`src/rtl/hist_peak_finder_pkg.sv`:
```
// -----------------------------------------------------------------------------
// hist_peak_finder_pkg
// Shared SiFH datapath constants for the coarse-histogram peak finder:
//   Nb / Np        coarse bin index width and TDC timestamp width
//   CNT_W_DEF      default per-bin saturating counter width
//   N_FRAMES_DEF   default number of laser frames per measurement
//   state_t        2-bit FSM state encoding used by hist_peak_finder
// -----------------------------------------------------------------------------
package hist_peak_finder_pkg;

    localparam int Nb           = 4;
    localparam int Np           = 8;
    localparam int CNT_W_DEF    = 8;
    localparam int N_FRAMES_DEF = 4;

    typedef enum logic [1:0] {
        ST_IDLE  = 2'b00,
        ST_ACCUM = 2'b01,
        ST_SCAN  = 2'b10,
        ST_DONE  = 2'b11
    } state_t;

endpackage

```
`src/rtl/hist_peak_finder_bin_bank.sv`:
```
// -----------------------------------------------------------------------------
// hist_bin_bank
// Bank of 2^NB saturating CNT_W-bit hit counters with one registered read port.
// Ports:
//   clk, rst      clock, asynchronous active-high reset (clears all bins)
//   i_clr         synchronous clear of every bin and of the read register
//   i_inc_en      increment bin i_inc_idx this edge (saturates at all-ones)
//   i_inc_idx     bin to increment
//   i_rd_idx      bin to read; data appears on o_rd_data after the next edge
//   o_rd_data     registered read data
// -----------------------------------------------------------------------------
module hist_bin_bank #(
    parameter int NB    = 4,
    parameter int CNT_W = 8
) (
    input  logic             clk,
    input  logic             rst,
    input  logic             i_clr,
    input  logic             i_inc_en,
    input  logic [NB-1:0]    i_inc_idx,
    input  logic [NB-1:0]    i_rd_idx,
    output logic [CNT_W-1:0] o_rd_data
);

    localparam int               NBINS   = 2 ** NB;
    localparam logic [CNT_W-1:0] CNT_MAX = '1;

    logic [NBINS-1:0][CNT_W-1:0] r_bins;
    logic [CNT_W-1:0]            r_rd_data;
    logic [CNT_W-1:0]            w_inc_val;

    assign w_inc_val = (r_bins[i_inc_idx] == CNT_MAX) ? CNT_MAX
                                                      : r_bins[i_inc_idx] + CNT_W'(1);

    always_ff @(posedge clk or posedge rst) begin
        if (rst) begin
            r_bins <= '0;
        end else if (i_clr) begin
            r_bins <= '0;
        end else if (i_inc_en) begin
            r_bins[i_inc_idx] <= w_inc_val;
        end
    end

    // The read forwards a same-edge increment so the peak finder can issue the
    // first scan read on the very edge that also counts the final hit.
    always_ff @(posedge clk or posedge rst) begin
        if (rst) begin
            r_rd_data <= '0;
        end else if (i_clr) begin
            r_rd_data <= '0;
        end else if (i_inc_en && (i_inc_idx == i_rd_idx)) begin
            r_rd_data <= w_inc_val;
        end else begin
            r_rd_data <= r_bins[i_rd_idx];
        end
    end

    assign o_rd_data = r_rd_data;

endmodule

```
`src/rtl/hist_peak_finder.sv`:
```
// -----------------------------------------------------------------------------
// hist_peak_finder
// Accumulates TDC timestamps into 2^NB coarse bins over N_FRAMES laser frames,
// then scans the bins (one per cycle) for the most populated one, lowest index
// winning ties. The winner is presented on peakCH / peak_count with a one-cycle
// peakReady strobe.
// Ports:
//   clk, rst      clock, asynchronous active-high reset
//   start         one-cycle pulse starting a measurement (IDLE only)
//   tdc_valid     qualifies tdc_code
//   tdc_code      TDC timestamp; top NB bits select the coarse bin
//   frame_end     one-cycle pulse at each laser period end
//   busy          high from the cycle after start through the DONE cycle
//   peakCH        winning bin index (held between measurements)
//   peak_count    winning bin hit count (held between measurements)
//   peakReady     one-cycle strobe in the DONE cycle
// -----------------------------------------------------------------------------
module hist_peak_finder
    import hist_peak_finder_pkg::*;
#(
    parameter int NB       = Nb,
    parameter int NP       = Np,
    parameter int CNT_W    = CNT_W_DEF,
    parameter int N_FRAMES = N_FRAMES_DEF
) (
    input  logic             clk,
    input  logic             rst,
    input  logic             start,
    input  logic             tdc_valid,
    input  logic [NP-1:0]    tdc_code,
    input  logic             frame_end,
    output logic             busy,
    output logic [NB-1:0]    peakCH,
    output logic [CNT_W-1:0] peak_count,
    output logic             peakReady
);

    localparam int FC_W = $clog2(N_FRAMES + 1);

    state_t             r_state;
    state_t             w_next;
    logic [FC_W-1:0]    r_frame_cnt;
    logic [NB-1:0]      r_scan_idx;
    logic [NB-1:0]      r_max_idx;
    logic [CNT_W-1:0]   r_max;
    logic [NB-1:0]      r_peak_ch;
    logic [CNT_W-1:0]   r_peak_count;
    logic               r_peak_ready;
    logic               r_busy;

    logic               w_clr;
    logic               w_inc_en;
    logic [NB-1:0]      w_rd_idx;
    logic [CNT_W-1:0]   w_rd_data;
    logic               w_last_frame;
    logic               w_last_bin;
    logic               w_upd;
    logic [CNT_W-1:0]   w_cand_max;
    logic [NB-1:0]      w_cand_idx;
    logic               w_unused_lsbs;

    assign w_unused_lsbs = ^tdc_code[NP-NB-1:0];

    assign w_last_frame = (r_frame_cnt == FC_W'(N_FRAMES - 1));
    assign w_last_bin   = (r_scan_idx == {NB{1'b1}});

    // Running max; strictly-greater keeps the lowest index on ties.
    assign w_upd      = (w_rd_data > r_max);
    assign w_cand_max = w_upd ? w_rd_data  : r_max;
    assign w_cand_idx = w_upd ? r_scan_idx : r_max_idx;

    hist_bin_bank #(
        .NB    (NB),
        .CNT_W (CNT_W)
    ) u_bank (
        .clk       (clk),
        .rst       (rst),
        .i_clr     (w_clr),
        .i_inc_en  (w_inc_en),
        .i_inc_idx (tdc_code[NP-1:NP-NB]),
        .i_rd_idx  (w_rd_idx),
        .o_rd_data (w_rd_data)
    );

    always_ff @(posedge clk or posedge rst) begin
        if (rst) begin
            r_state <= ST_IDLE;
        end else begin
            r_state <= w_next;
        end
    end

    // Read pipeline: bin 0 is read continuously during ACCUM, so on entering
    // SCAN its data is already registered. Each SCAN cycle compares bin
    // r_scan_idx while fetching r_scan_idx+1, giving exactly 2^NB SCAN cycles.
    always_comb begin
        w_next   = r_state;
        w_clr    = 1'b0;
        w_inc_en = 1'b0;
        w_rd_idx = '0;
        case (r_state)
            ST_IDLE: begin
                if (start) begin
                    w_clr  = 1'b1;
                    w_next = ST_ACCUM;
                end
            end
            ST_ACCUM: begin
                w_inc_en = tdc_valid;
                if (frame_end && w_last_frame) begin
                    w_next = ST_SCAN;
                end
            end
            ST_SCAN: begin
                w_rd_idx = r_scan_idx + NB'(1);
                if (w_last_bin) begin
                    w_next = ST_DONE;
                end
            end
            ST_DONE: begin
                w_next = ST_IDLE;
            end
            default: begin
                w_next = ST_IDLE;
            end
        endcase
    end

    always_ff @(posedge clk or posedge rst) begin
        if (rst) begin
            r_frame_cnt  <= '0;
            r_scan_idx   <= '0;
            r_max_idx    <= '0;
            r_max        <= '0;
            r_peak_ch    <= '0;
            r_peak_count <= '0;
            r_peak_ready <= 1'b0;
            r_busy       <= 1'b0;
        end else begin
            // Registered from next state so both flags line up with the state.
            r_busy       <= (w_next != ST_IDLE);
            r_peak_ready <= (w_next == ST_DONE);

            if (w_clr) begin
                r_frame_cnt <= '0;
                r_scan_idx  <= '0;
                r_max_idx   <= '0;
                r_max       <= '0;
            end

            if ((r_state == ST_ACCUM) && frame_end) begin
                r_frame_cnt <= r_frame_cnt + FC_W'(1);
            end

            if (r_state == ST_SCAN) begin
                r_scan_idx <= r_scan_idx + NB'(1);
                if (w_upd) begin
                    r_max     <= w_rd_data;
                    r_max_idx <= r_scan_idx;
                end
                // The last comparison folds straight into the outputs so the
                // result is already valid in the DONE cycle.
                if (w_last_bin) begin
                    r_peak_ch    <= w_cand_idx;
                    r_peak_count <= w_cand_max;
                end
            end
        end
    end

    assign busy       = r_busy;
    assign peakCH     = r_peak_ch;
    assign peak_count = r_peak_count;
    assign peakReady  = r_peak_ready;

endmodule
```
`config.mk`:
```
export PLATFORM = sky130hd
export DESIGN_NAME = hist_peak_finder
export DESIGN_NICKNAME = d
export VERILOG_FILES = /design/src/rtl/hist_peak_finder_pkg.sv /design/src/rtl/hist_peak_finder_bin_bank.sv /design/src/rtl/hist_peak_finder.sv
export SDC_FILE = /design/constraint.sdc
export NUM_CORES = 1
export LEC_CHECK = 0
export ABC_AREA = 1
export CAP_MARGIN = 20
export CORE_ASPECT_RATIO = 0.75
export CORE_MARGIN = 2
export CORE_UTILIZATION = 35
export DETAILED_ROUTE_END_ITERATION = 16
export DONT_BUFFER_PORTS = 1
export GPL_ROUTABILITY_DRIVEN = 0
export HOLD_SLACK_MARGIN = 0.15
export PLACE_DENSITY = 0.5
export SLEW_MARGIN = 20
export SYNTH_ARGS = -nofsm -noshare
export SYNTH_HDL_FRONTEND = slang
export SYNTH_SLANG_ARGS = --single-unit
```
`constraint.sdc`:
```
create_clock -name clk -period 8 [get_ports clk]
set_input_delay 1.2 -clock clk [delete_from_list [all_inputs] [get_ports clk]]
set_output_delay 1.2 -clock clk [all_outputs]
set_load 0.02 [all_outputs]
```
==> summary.md, run 1 <==
| Metric | Value |
|---|---|
| Outcome | completed |
| Kind of cell with the highest combined delay on the critical path | buffers and inverters |
| Most common cell in the netlist | sky130_fd_sc_hd__nand2_1 |
| Worst setup skew after layout | 0.0149 ns |
| Endpoint required time on the critical path | 8.33 ns |
| Largest stage delay on the critical path | 0.91 ns |
| Number of routed nets with antenna violations | 0 |
| Worst-case headroom to the max-slew limit | 25.2% |
| Clock tree from TritonCTS | done |
| Number of post-CTS setup repair buffers | 0 |
| Initial antenna violation count | 0 |
| Area enclosed by the die boundary | 0.0295 mm² |
| Total Nets Final | 1399 |
| Most common library cells after synthesis | sky130_fd_sc_hd__nand2_1 (559), sky130_fd_sc_hd__dfrtp_1 (171), sky130_fd_sc_hd__o21ai_0 (154), sky130_fd_sc_hd__inv_1 (135), sky130_fd_sc_hd__nand3_1 (82) |
| Post-DP HPWL | 21.2 mm |
| Sum of routed wire length over all layers | 31.9 mm |
| Mean instance size in the synthesized netlist | 6.99 µm² |
| Die extent in x | 198 µm |
| Top cell type by total area after synthesis | sky130_fd_sc_hd__dfrtp_1 |
| Routed via count | 8997 |
| Transition time at the pin with the least slew margin | 1.12 ns |
| Number of gates resized after CTS | 0 |
| Synth cell types | 32 |
| Most Frequent Cell on Critical Path | sky130_fd_sc_hd__nand3_1 |
| Count of pins on the block boundary | 27 |
| TritonRoute pass-1 iters | 5 |
| Number of max-cap violations | 0 |
| Final setup fails | 0 |
| PD cells | 235 mW/mm² |
| Syn_nets | 1432 |
| Worst Setup Path Type | reg -> reg |
| Max Buffers Root-to-Sink | 2 |
| Leakage dissipation | 5.27 nW |
| Remaining design rule violation count | 0 |
| Final clock period utilization by the worst path | 43.8% |
| Vias in the first global route | 8266 |
| Placed cell count | 1712 |
| Path type of the worst min-delay path | reg -> reg |
| Total Negative Setup Slacks | 0 ns |
| Fraction of final layout cells sized beyond drive strength 1 | 5.34% |
| Std-Cell Core Area | 0.0279 mm² |
| Arrival time worst endpoint | 3.83 ns |
| Crit path buffers/inverters | 3 |
| Pin count of the biggest net entering global routing | 94 |
| Maximum fanout along the worst path | 17 |
| Worst IR drop on VDD | 0.155 mV |
| Clock tree root driver cell | sky130_fd_sc_hd__clkbuf_16 |
| Number of antenna cells inserted | 0 |
| Effective utilization at floorplan | 35.3% |
| Crit path cell chain | ha_1 > nor2_1 > nor3_2 > buf_4 > clkinv_1 > nand3_1 > nand3_1 > nand2_1 > a21oi_1 > o21ai_0 > inv_1 |
| CTS hold repair buffers | 0 |
| Critical path launch point type | flip-flop |
| Leading register cell type out of synthesis | sky130_fd_sc_hd__dfrtp_1 |
| Number of flip-flops and latches in the synthesized netlist | 171 |
| Async set or reset register ratio after synthesis | 100% |
| Sequential cell area fraction in the yosys report | 43.5% |
| Filler cell count in the final layout | 2959 |
| CP max stage cell | sky130_fd_sc_hd__dfrtp_1 |
| Number of clock sinks | 171 |
| Number of buffers added by the clock tree synthesis step | 17 |
| Skew-Pair Late Insertion Delay | 0.45 ns |
| Overall overflow remaining after global route | 0 |
| Post-route non-filler standard cell count | 1744 |
| Wire length of the first global-routing pass | 50.0 mm |
| Area of the multi-input gates | 0.00464 mm² |
| Site row count | 53 |
| Count of input and output buffers | 0 |
| Average via count per standard cell | 5.16 |
| Netlist area before placement | 0.00984 mm² |
| Layout-stage area growth over the synthesis result | 7.99% |
| Syn. warnings | 0 |
| Time the final worst path needs with I/O delays and setup | 3.50 ns |
| Max-slew violation count | 0 |
| Highest Clock Rate | 285 MHz |
| Instance count of the mapped netlist | 1407 |
| Maximum level of the CTS H-tree | 4 |
| Endpoint class of the critical path | flip-flop |
| Unrepaired setup endpoints after global routing | no |
| Yosys top cell area share | 43.5% |
| Tot GR Track Use | 22.7% |
| Routed length per instance | 18.3 µm |
| Clock-pin transition on the worst setup and hold timing paths | 0.07 ns |
| Floorplan die height | 149 µm |
| Register area | 0.00428 mm² |
| Final Hold Vio Count | 0 |
| Top cells by area in the synthesized netlist | sky130_fd_sc_hd__dfrtp_1 (44%), sky130_fd_sc_hd__nand2_1 (21%), sky130_fd_sc_hd__o21ai_0 (7.8%) |
| Number of flops mapped to enable cells by yosys | 0 |
| Iteration-0 DRC count of the detailed router | 954 |
[metal layers]
metal / vias to the layer above / share of wire, % / GRT usage [%]
li1: 4404 / - / -
met1: 4252 / 52 / 36.3
met2: 313 / 38 / 30.1
met3: 28 / 8.0 / 4.73
met4: 0 / 1.6 / 6.20
met5: - / 0 / 0
[registers in the layout (all words and copies together), names as in the netlist]
register	flops
u_bank.r_bins	128
peak_count	8
r_max	8
u_bank.o_rd_data	8
peakCH	4
r_max_idx	4
r_scan_idx	4
r_frame_cnt	3
r_state	2
busy	1
peakReady	1
[layout make-up]
cell class                 instances  area share [%]
clock buffer                      20            4.21
sequential                       171            40.3
tap                              357            4.21
inverter                         142            5.11
clock inverter                    12            1.84
timing repair buffer               9           0.636
multi-input combinational       1033            43.7
[cell usage in the layout, fill, tap and decap left out, types with 9 or more instances in the layout]
cell type                     n
sky130_fd_sc_hd__nand2_2     10
sky130_fd_sc_hd__ha_1        12
sky130_fd_sc_hd__clkbuf_16   17
sky130_fd_sc_hd__inv_1      134
sky130_fd_sc_hd__nand2_1    559
sky130_fd_sc_hd__buf_4        9
sky130_fd_sc_hd__o22ai_1     18
sky130_fd_sc_hd__a21oi_1     68
sky130_fd_sc_hd__dfrtp_1    171
sky130_fd_sc_hd__o21ai_1     29
sky130_fd_sc_hd__o21ai_0    154
sky130_fd_sc_hd__nor2_1      71
sky130_fd_sc_hd__nand3_1     82
[worst min-delay path: cells and delay by family, from the launching register on]
family | cells | cell delay (ns)
flops | 1 | 0.35
simple gates | 2 | 0.11
[final timing paths]
check	from	endpoint	slack, ns	cells after the start
max in group asynchronous	rst	u_bank.r_bins[95]	5.54	3
min in group asynchronous	rst	u_bank.r_bins[75]	0.78	1
max reg2reg	r_scan_idx[0]	u_bank.o_rd_data[2]	4.50	11
max	r_scan_idx[0]	u_bank.o_rd_data[2]	4.50	11
min reg2reg	u_bank.r_bins[117]	u_bank.r_bins[117]	0.49	2
min	u_bank.r_bins[117]	u_bank.r_bins[117]	0.49	2
[stage by stage]
stage                     hold slack, ns  util (%)  power (mW)  area, µm²  worst slack [ns]
after floorplan                    0.449         -        1.42       9840              2.17
after global placement             0.465      35.8        1.58       9980              4.29
after detailed placement           0.467      35.8        1.58       9980              4.33
after CTS                          0.486      38.1        2.51      10600              4.54
after global routing               0.510      38.1        2.64      10600              4.36
final                              0.487      38.1        2.50      10600              4.50
[cell families after synthesis]
group / count (synthesis) / synth area share, %
fa+ha+maj: 12 / 1.53
simple gates: 744 / 30.9
compound gates: 275 / 14.5
buf+inv: 203 / 9.36
flops: 171 / 43.5
xor+xnor: 2 / 0.254
[report_power, final]
part	switching, mW	total (mW)	internal (mW)	leakage [nW]
Combinational	0.439	0.579	0.140	2.59
Sequential	0.0617	0.993	0.931	2.37
Clock	0.365	0.926	0.561	0.314
No activity file was read; power rests on OpenSTA's default activity.
==> run 2: changes to the inputs <==
Clock period 8 ns to 3.48 ns, I/O delays scaled along.
==> run 2 against run 1 <==
Effect of this change:
- clock skew shrank 0.0033 ns
- sequential share of layout area fell by 0.33 points
- combinational power is 150% higher
- global-route usage increased by 0.44 points
- register-to-register slack got worse by 3.6 ns
- critical path depth grew 1
- via count increased by 0.11%
- flip-flop and latch count unchanged
- highest routed layer unchanged
==> summary.md, run 2 (same netlist as run 1, synthesis figures left out) <==
| Metric | Value |
|---|---|
| CP max stage cell | sky130_fd_sc_hd__inv_1 |
| Area of all placed cells without fillers | 0.0107 mm² (+0.81%) |
| Maximum level of the CTS H-tree | 4 (unchanged) |
| Initial antenna violation count | 0 (unchanged) |
| Worst-case headroom to the max-slew limit | 38.7% (+14 points) |
| Largest register by flop count | u_bank.r_bins |
| Overall overflow remaining after global route | 0 (unchanged) |
| Final Hold Vio Count | 0 (unchanged) |
| Routed length per instance | 18.6 µm (+1.6%) |
| Std-Cell Core Area | 0.0279 mm² (unchanged) |
| Worst r2r path cells | 12 (+1) |
| Clock tree from TritonCTS | done |
| Die extent in x | 198 µm (unchanged) |
| Number of max-cap violations | 0 (unchanged) |
| Wire length of the first global-routing pass | 51.2 mm (+2.4%) |
| Crit path cell chain | nand2_1 > nor2_4 > inv_1 > buf_4 > a21oi_1 > o21ai_0 > nand3_1 > nand3_1 > nand2_1 > a21oi_1 > o21ai_0 > inv_1 |
| Critical path launch point type | flip-flop |
| Remaining design rule violation count | 0 (unchanged) |
| Flip-flop count of the largest register after layout | 128 (unchanged) |
| Post-DP HPWL | 21.7 mm (+2.5%) |
| Total Negative Setup Slacks | 0 ns (unchanged) |
| Routed via count | 9007 (+0.11%) |
| Endpoint required time on the critical path | 3.86 ns (-4.47 ns) |
| Average via count per standard cell | 5.13 (-0.63%) |
| Max-slew violation count | 0 (unchanged) |
| Path type of the worst min-delay path | in -> reg |
| Standard cell area after detailed placement | 0.0101 mm² (+1.3%) |
| Worst reg-to-reg setup slack | 0.87 ns (-3.63 ns) |
| Number of gates resized after CTS | 0 (unchanged) |
| Leakage dissipation | 5.30 nW (+0.58%) |
| Largest stage delay on the critical path | 0.67 ns (-0.24 ns) |
| Skew-Pair Late Insertion Delay | 0.44 ns (about the same) |
| Hold_ws | 0.225 ns (-0.262 ns) |
| Transition time at the pin with the least slew margin | 0.919 ns (-0.203 ns) |
| CTS hold repair buffers | 1 (+1) |
| Fraction of final layout cells sized beyond drive strength 1 | 6.29% (+0.95 points) |
| Min setup slack post-route | 0.870 ns (-3.63 ns) |
| Outcome | completed |
| Total chip power | 5.64 mW (+130%) |
| Hold depth | 2 (unchanged) |
| Crit path buffers/inverters | 3 (unchanged) |
| Final setup fails | 0 (unchanged) |
| Worst setup skew after layout | 0.0116 ns (-0.00331 ns) |
| PD cells | 527 mW/mm² (+120%) |
| Highest Clock Rate | 383 MHz (+34%) |
| Site row count | 53 (unchanged) |
| Logic depth of the worst path, buffers included | 12 (+1) |
| Worst-case setup slack after placement | 0.634 ns (-3.69 ns) |
| Iteration-0 DRC count of the detailed router | 970 (+1.7%) |
| Arrival time worst endpoint | 2.99 ns (-0.84 ns) |
| Commonest cells after routing, fill and taps aside | sky130_fd_sc_hd__nand2_1 (559), sky130_fd_sc_hd__dfrtp_1 (171), sky130_fd_sc_hd__o21ai_0 (154) |
| Final clock period utilization by the worst path | 75.0% (+31 points) |
| Effective utilization at floorplan | 35.3% (unchanged) |
| Floorplan die height | 149 µm (unchanged) |
| Source of the worst hold timing path | frame_end |
| Clock tree root driver cell | sky130_fd_sc_hd__clkbuf_16 |
| Maximum fanout along the worst path | 22 (+5) |
| Unrepaired setup endpoints after global routing | no |
| Pin count of the biggest net entering global routing | 91 (-3.2%) |
| TritonRoute pass-1 iters | 7 (+2) |
| Hold worst-path end | r_frame_cnt[1] |
| Number of post-CTS setup repair buffers | 0 (unchanged) |
| Clock-pin transition on the worst setup and hold timing paths | 0.07 ns (about the same) |
| Sum of routed wire length over all layers | 32.7 mm (+2.4%) |
| Vias in the first global route | 8329 (+0.76%) |
| Count of pins on the block boundary | 27 (unchanged) |
| Number of antenna cells inserted | 0 (unchanged) |
| Capture point of the worst reg-to-reg path | u_bank.o_rd_data[2] |
| Area enclosed by the die boundary | 0.0295 mm² (unchanged) |
| Layout Utilization | 38.4% (+0.31 points) |
| Count of input and output buffers | 0 (unchanged) |
| Layout-stage area growth over the synthesis result | 8.87% |
| Most common library cell in the layout ignoring fill and taps | sky130_fd_sc_hd__nand2_1 |
| Number of routed nets with antenna violations | 0 (unchanged) |
| Max Buffers Root-to-Sink | 2 (unchanged) |
| Total Nets Final | 1413 (+1.0%) |
| Worst Setup Path Type | reg -> reg |
| Tot GR Track Use | 23.1% (+0.44 points) |
| Post-route non-filler standard cell count | 1757 (+0.75%) |
| Startpoint of the most critical register-to-register path | r_state[1] |
| Worst IR drop on VDD | 0.422 mV (+170%) |
| Time the final worst path needs with I/O delays and setup | 2.61 ns (-0.893 ns) |
| Kind of cell with the highest combined delay on the critical path | buffers and inverters |
| Number of buffers added by the clock tree synthesis step | 17 (unchanged) |
| Number of clock sinks | 171 (unchanged) |
| Endpoint class of the critical path | flip-flop |
| Placed cell count | 1725 (+0.76%) |
run 2: worst register-to-register path: cells and delay by family, from the launching register on:
family	cells	cell delay, ns
and+or+nand+nor	5	0.71
DFF	1	0.39
AOI/OAI and AO/OA	4	0.38
buffers and inverters	3	1.06
run 2: worst max-delay path by stage:
stage	start	end	slack [ns]
floorplan	rst	busy	0.78
global placement	tdc_code[4]	u_bank.r_bins[22]	0.65
detailed placement	tdc_code[4]	u_bank.r_bins[30]	0.63
CTS	r_state[1]	u_bank.o_rd_data[2]	0.88
global route	r_max[7]	r_max_idx[2]	0.47
finish	r_state[1]	u_bank.o_rd_data[2]	0.87
run 2: layer usage:
metal  part of all wire (%)  vias to the layer above  wire length (µm)  GRT usage (%)
met5                      0                        -                 0              0
met4                    2.0                        0               653           6.24
met3                    7.0                       30              2280           4.88
met2                     38                      295             12500           30.5
met1                     53                     4250             17200           37.1
li1                       -                     4432                 -              -
run 2: report_power, final:
| part | switching, mW | internal (mW) |
|---|---|---|
| clock | 0.874 | 1.08 |
| sequential | 0.115 | 2.14 |
| combinational | 1.06 | 0.375 |
run 2: area by class of cell:
cell class	instances	area, µm²
repair buffers	23	213
inverters	142	542
well taps	357	447
multi-input cells	1033	4640
fillers	3031	17100
clock inverters	13	145
flip-flops and latches	171	4280
clock buffers	18	439
==> run 3: changes to the inputs <==
Clock period 3.48 ns to 2.5 ns, I/O delays scaled along.
==> run 3 against run 2 <==
Effect of this change:
- critical path depth up 2
- clock skew grew 0.00088 ns
- fmax grew 17%
- worst hold slack got worse by 0.042 ns
- sequential share of layout area is 2.0 points lower
- count of clock-buffer cells in the layout is 6 higher
- core utilization up 2.0 points
==> summary.md, run 3 (same netlist as run 1, synthesis figures left out) <==
| Metric | Value |
|---|---|
| Layout-stage area growth over the synthesis result | 14.5% |
| Endpoint class of the critical path | flip-flop |
| Worst setup skew after layout | 0.0125 ns (+0.000878 ns) |
| Total Negative Setup Slacks | 0 ns (unchanged) |
| Commonest cells after routing, fill and taps aside | sky130_fd_sc_hd__nand2_1 (559), sky130_fd_sc_hd__dfrtp_1 (171), sky130_fd_sc_hd__o21ai_0 (153) |
| Number of post-CTS setup repair buffers | 0 (unchanged) |
| Path type of the worst min-delay path | in -> reg |
| CP startpoint | u_bank.r_bins[49] |
| Largest register by flop count | u_bank.r_bins |
| Maximum fanout along the worst path | 10 (-55%) |
| Startpoint of the most critical register-to-register path | u_bank.r_bins[49] |
| Tot GR Track Use | 23.5% (+0.40 points) |
| Number of antenna cells inserted | 0 (unchanged) |
| Max Buffers Root-to-Sink | 2 (unchanged) |
| Routed length per instance | 18.2 µm (-2.0%) |
| Area of all placed cells without fillers | 0.0113 mm² (+5.2%) |
| Std-Cell Core Area | 0.0279 mm² (unchanged) |
| Arrival time worst endpoint | 2.58 ns (-0.41 ns) |
| Post-DP HPWL | 23.7 mm (+8.9%) |
| Final clock period utilization by the worst path | 88.9% (+14 points) |
| Most common library cell in the layout ignoring fill and taps | sky130_fd_sc_hd__nand2_1 |
| Site row count | 53 (unchanged) |
| Routed via count | 9206 (+2.2%) |
| Worst-case headroom to the max-slew limit | 54.7% (+16 points) |
| Number of clock sinks | 171 (unchanged) |
| Iteration-0 DRC count of the detailed router | 872 (-10%) |
| Pin count of the biggest net entering global routing | 110 (+21%) |
| Endpoint required time on the critical path | 2.85 ns (-1.01 ns) |
| Final setup fails | 0 (unchanged) |
| Number of routed nets with antenna violations | 0 (unchanged) |
| Max-slew violation count | 0 (unchanged) |
| Layout Utilization | 40.4% (+2.0 points) |
| Outcome | completed |
| Filler cell count in the final layout | 2938 (-3.1%) |
| Transition time at the pin with the least slew margin | 0.679 ns (-0.240 ns) |
| Initial antenna violation count | 0 (unchanged) |
| Area enclosed by the die boundary | 0.0295 mm² (unchanged) |
| Worst-case setup slack after placement | 0.0739 ns (-0.560 ns) |
| Effective utilization at floorplan | 35.3% (unchanged) |
| Highest Clock Rate | 450 MHz (+17%) |
| Count of pins on the block boundary | 27 (unchanged) |
| Source of the worst hold timing path | frame_end |
| Number of max-cap violations | 0 (unchanged) |
| Maximum level of the CTS H-tree | 4 (unchanged) |
| Wire length of the first global-routing pass | 51.8 mm (+1.1%) |
| Average via count per standard cell | 5.08 (-0.89%) |
| Die extent in x | 198 µm (unchanged) |
| Final Hold Vio Count | 0 (unchanged) |
| Sum of routed wire length over all layers | 33.0 mm (+1.0%) |
| Clock tree root driver cell | sky130_fd_sc_hd__clkbuf_16 |
| Clock-pin transition on the worst setup and hold timing paths | 0.06 ns (about the same) |
| Floorplan die height | 149 µm (unchanged) |
| Leakage dissipation | 5.62 nW (+6.1%) |
| Standard cell area after detailed placement | 0.0107 mm² (+5.4%) |
| PD cells | 715 mW/mm² (+36%) |
| Number of buffers added by the clock tree synthesis step | 17 (unchanged) |
| Skew-Pair Late Insertion Delay | 0.45 ns (about the same) |
| Overall overflow remaining after global route | 0 (unchanged) |
| Time the final worst path needs with I/O delays and setup | 2.22 ns (-0.387 ns) |
| Remaining design rule violation count | 0 (unchanged) |
| Critical path launch point type | flip-flop |
| TritonRoute pass-1 iters | 5 (-2) |
| Unrepaired setup endpoints after global routing | no |
| Vias in the first global route | 8797 (+5.6%) |
| Fraction of final layout cells sized beyond drive strength 1 | 9.55% (+3.3 points) |
| Worst Setup Path Type | reg -> reg |
| Worst IR drop on VDD | 0.496 mV (+18%) |
| Min setup slack post-route | 0.277 ns (-0.593 ns) |
| Flip-flop count of the largest register after layout | 128 (unchanged) |
| Clock tree from TritonCTS | done |
| Count of input and output buffers | 0 (unchanged) |
| Total Nets Final | 1469 (+4.0%) |
[run 3: cell types whose count changed in the layout (fill, tap and decap cells not counted), moves of 2 or more]
| cell | delta |
|---|---|
| sky130_fd_sc_hd__buf_4 | +44 |
| sky130_fd_sc_hd__inv_6 | -2 |
| sky130_fd_sc_hd__buf_12 | +11 |
| sky130_fd_sc_hd__clkbuf_8 | +3 |
| sky130_fd_sc_hd__clkinv_4 | -2 |
| sky130_fd_sc_hd__clkinvlp_4 | -3 |
| sky130_fd_sc_hd__clkbuf_1 | +3 |
[run 3: worst paths after layout]
kind,to,slack (ns),cells after the start
setup / recovery,u_bank.r_bins[97],0.28,14
hold / removal,r_frame_cnt[0],0.18,2
setup reg to reg,u_bank.r_bins[97],0.28,14
hold reg to reg,u_bank.r_bins[117],0.49,2
max in group asynchronous,u_bank.r_bins[11],1.35,3
min in group asynchronous,u_bank.r_bins[75],0.53,3
[run 3: per-stage QoR]
stage                     cells  hold slack (ns)  total power [mW]
after floorplan            1407            0.449              4.54
after global placement     1780            0.410              5.35
after detailed placement   1780            0.409              5.37
after CTS                  1812            0.166              8.09
after global routing       1812            0.192              8.53
final                      1812            0.183              8.05
[run 3: layout make-up]
class | count | area [µm²] | share of cell area, %
Clock buffer | 24 | 492 | 4.37
Clock inverter | 6 | 87.6 | 0.778
Inverter | 142 | 542 | 4.81
Multi-Input combinational cell | 1033 | 4640 | 41.2
Sequential cell | 171 | 4280 | 38.0
Tap cell | 357 | 447 | 3.97
Timing Repair Buffer | 79 | 773 | 6.87
[run 3: what timing repair did]
item / in CTS / in global routing
setup endpoints to repair: 0 / 1
hold buffers: 2 / 0
endpoints found under the hold margin: 173 / 0
gates resized for setup: 0 / 1
[run 3: worst max-delay path, cell delays in order (launching register included)]
cell                      delay (ns)
sky130_fd_sc_hd__dfrtp_1        0.32
sky130_fd_sc_hd__inv_1          0.05
sky130_fd_sc_hd__o21ai_0        0.19
sky130_fd_sc_hd__nand2_1        0.07
sky130_fd_sc_hd__nand2_1        0.13
sky130_fd_sc_hd__nand2_1        0.09
sky130_fd_sc_hd__nand2_1        0.08
sky130_fd_sc_hd__inv_1          0.04
sky130_fd_sc_hd__nand2_1        0.09
sky130_fd_sc_hd__ha_1           0.24
sky130_fd_sc_hd__nand3_2        0.16
sky130_fd_sc_hd__nor2_1         0.20
sky130_fd_sc_hd__nor2_4         0.09
sky130_fd_sc_hd__buf_12         0.16
sky130_fd_sc_hd__o21ai_0        0.19
[run 3: layer usage]
layer	vias to the layer above	wire (µm)	GRT usage, %
met3	34	3060	6.38
met2	334	12500	31.4
met1	4291	16900	36.5
met5	-	0	0
met4	0	593	6.50
li1	4547	-	-
[run 3: where the power goes]
part / switching [mW] / total [mW] / internal [mW] / leakage (nW)
Combinational: 1.51 / 2.20 / 0.689 / 2.98
Sequential: 0.161 / 3.14 / 2.98 / 2.37
Clock: 1.14 / 2.71 / 1.57 / 0.274
==> variant, RTL diff (settings of run 2) <==
Encoding of `state_t`: now one-hot (4 bits for 4 states).
--- a/src/rtl/hist_peak_finder_pkg.sv
+++ b/src/rtl/hist_peak_finder_pkg.sv
@@ -14,9 +14,9 @@
     localparam int N_FRAMES_DEF = 4;
 
-    typedef enum logic [1:0] {
-        ST_IDLE  = 2'b00,
-        ST_ACCUM = 2'b01,
-        ST_SCAN  = 2'b10,
-        ST_DONE  = 2'b11
+    typedef enum logic [3:0] {
+        ST_IDLE  = 4'b0001,
+        ST_ACCUM = 4'b0010,
+        ST_SCAN  = 4'b0100,
+        ST_DONE  = 4'b1000
     } state_t;
 
Function: same outputs for any inputs over 4 cycles, from zero or initial values and one cycle with rst high; so few cycles prove little.
==> variant against run 2 <==
  * Critical path depth grew 1
  * Wire length increased by 4.3%
  * Worst setup slack worse by 0.11 ns
  * Clock skew increased by 0.0067 ns
  * Die area increased by 3.3%
  * Sequential cell count is 2 higher
  * Cell area up 4.4%
  * First-iteration DRC count down 16%
  * Area after synthesis up 3.4%
  * Worst hold slack lost 0.041 ns
  * Critical endpoint is now u_bank.o_rd_data[5]$_DFF_PP0_
Power is not compared: it rests on default switching activity, and its combinational part moved more than twofold at a synthesized area within 25%.
==> variant: results (changes against run 2) <==
max reg flops 128 (unchanged); skew final 0.0183 ns (+0.00666 ns); Antenna Cells 0 (unchanged); Yosys warnings 0 (unchanged); Min-Delay Path Class in -> reg; number of global-route vias before repair 8903 (+6.9%); synth top area cells dfrtp_1 42%, nand2_1 27%, nand3_1 5.1%; post-synthesis sequential area ratio 0.426 (-0.00925); wire length of the first global-routing pass 53.3 mm (+4.1%); Max rail drop VDD 0.000349 V; routing usage on met1 0.346 (-0.0252); post_cts resized 0 (unchanged); ys flop type dfrtp_1; CTS Hold Bufs 1 (unchanged); met2 Track Usage GR 0.325 (+0.0197); GR Layer Usage met3 0.0676 (+0.0187); Arrival @ worst endpoint 3.12 ns (+0.13 ns); leak pwr 5.57 nW; clk_lat worst skew 0.46 ns (+0.02 ns); layout cell share with drive strength beyond 1 0.0824 (+0.0196); Slew @ Worst Pin 1.05 ns (+0.134 ns); routed wire length 34.1 mm (+4.3%); Synth Instances 1471 (+4.5%); DP Worst Slack 0.312 ns (-0.322 ns); average wire per standard cell 18.2 µm (-2.1%); placed cell count 1839 (+6.6%); antenna violations before repair 0 (unchanged); Comb power frac 0.125; worst-path fanout max 16 (-27%); fill count 3075 (+1.5%); mux contribution to synthesized area 0 (unchanged); clock buffer count from CTS 17 (unchanged); CTS root buf clkbuf_16; PortBufs 0 (unchanged); post-synthesis compound-gate area fraction 0.0967 (-0.0481); commonest cells in the netlist 732 x nand2_1, 172 x dfrtp_1, 118 x inv_1; Synth Area in XOR/XNOR 0.00172 (-0.000822); hpwl dp 24.0 mm (+10%); slowest CP cell dfstp_2; adder-cell share of the synthesized area 0.0148 (-0.000501); total track usage 0.233 (+0.00178); Reg2Reg Depth 13 (+1); CP top delay family simple AND/OR/NAND/NOR gates; sequential share of power 0.466; initial DRC count 813 (-16%); status complete, no violations; TritonRoute pass-1 iters 8 (+1); largest reg by FF count u_bank.r_bins; Clk pin slew, worst setup/hold paths 0.07 ns (about the same); CP max stage delay 0.53 ns (-0.14 ns); Unique masters post-synth 33 (+3.1%); Min-Delay Path Depth 1 (-1); Post-CTS Setup Repair Bufs 0 (unchanged); H-tree Lvls 4 (unchanged); Clock Tree Buf Depth 2 (unchanged); largest net degree at the start of global routing 84 (-7.7%); vias per cell 5.05 (-1.5%); Power Internal 0.00312 W
## variant: cell types whose count changed after synthesis, moves of 19 or more
| cell | run 2 | this run |
|---|---|---|
| o21ai_2 | 1 | 20 |
| a21oi_1 | 68 | 15 |
| nand2_1 | 559 | 732 |
| nand3_1 | 82 | 103 |
| o211ai_1 | 4 | 28 |
| o21ai_0 | 154 | 50 |
## variant: per-stage QoR
step | total power (W) | cell area (µm²) | utilization | hold WS, ns
floorplan | 0.00251 | 10200 | - | 0.449
global placement | 0.00270 | 10600 | 0.368 | 0.468
detailed placement | 0.00270 | 10600 | 0.368 | 0.466
CTS | 0.00455 | 11200 | 0.388 | 0.162
global route | 0.00469 | 11200 | 0.388 | 0.193
finish | 0.00450 | 11200 | 0.388 | 0.184
## variant: path summary, 6_finish.rpt
check,start,end,slack [ns]
worst max-delay path,r_state[0]$_DFF_PP1_,u_bank.o_rd_data[5]$_DFF_PP0_,0.76
max in group asynchronous,rst,u_bank.r_bins[29]$_DFFE_PP0P_,1.94
worst min-delay path,start,r_state[0]$_DFF_PP1_,0.18
worst max register to register,r_state[0]$_DFF_PP1_,u_bank.o_rd_data[5]$_DFF_PP0_,0.76
worst min register to register,u_bank.r_bins[85]$_DFFE_PP0P_,u_bank.r_bins[85]$_DFFE_PP0P_,0.48
min in group asynchronous,rst,u_bank.r_bins[74]$_DFFE_PP0P_,0.65
## variant: final cells by class
type	count	area, µm²	area share
Clock buffer	19	443	0.0396
Clock inverter	13	111	0.00996
Inverter	126	479	0.0429
Multi-Input combinational cell	1114	5000	0.447
Sequential cell	173	4330	0.387
Tap cell	392	490	0.0439
Timing Repair Buffer	35	328	0.0293
## variant: routing by layer
metal	share of wire	vias up
met3	0.085	39
met5	0	-
met1	0.50	4487
li1	-	4643
met2	0.40	286
met4	0.019	0
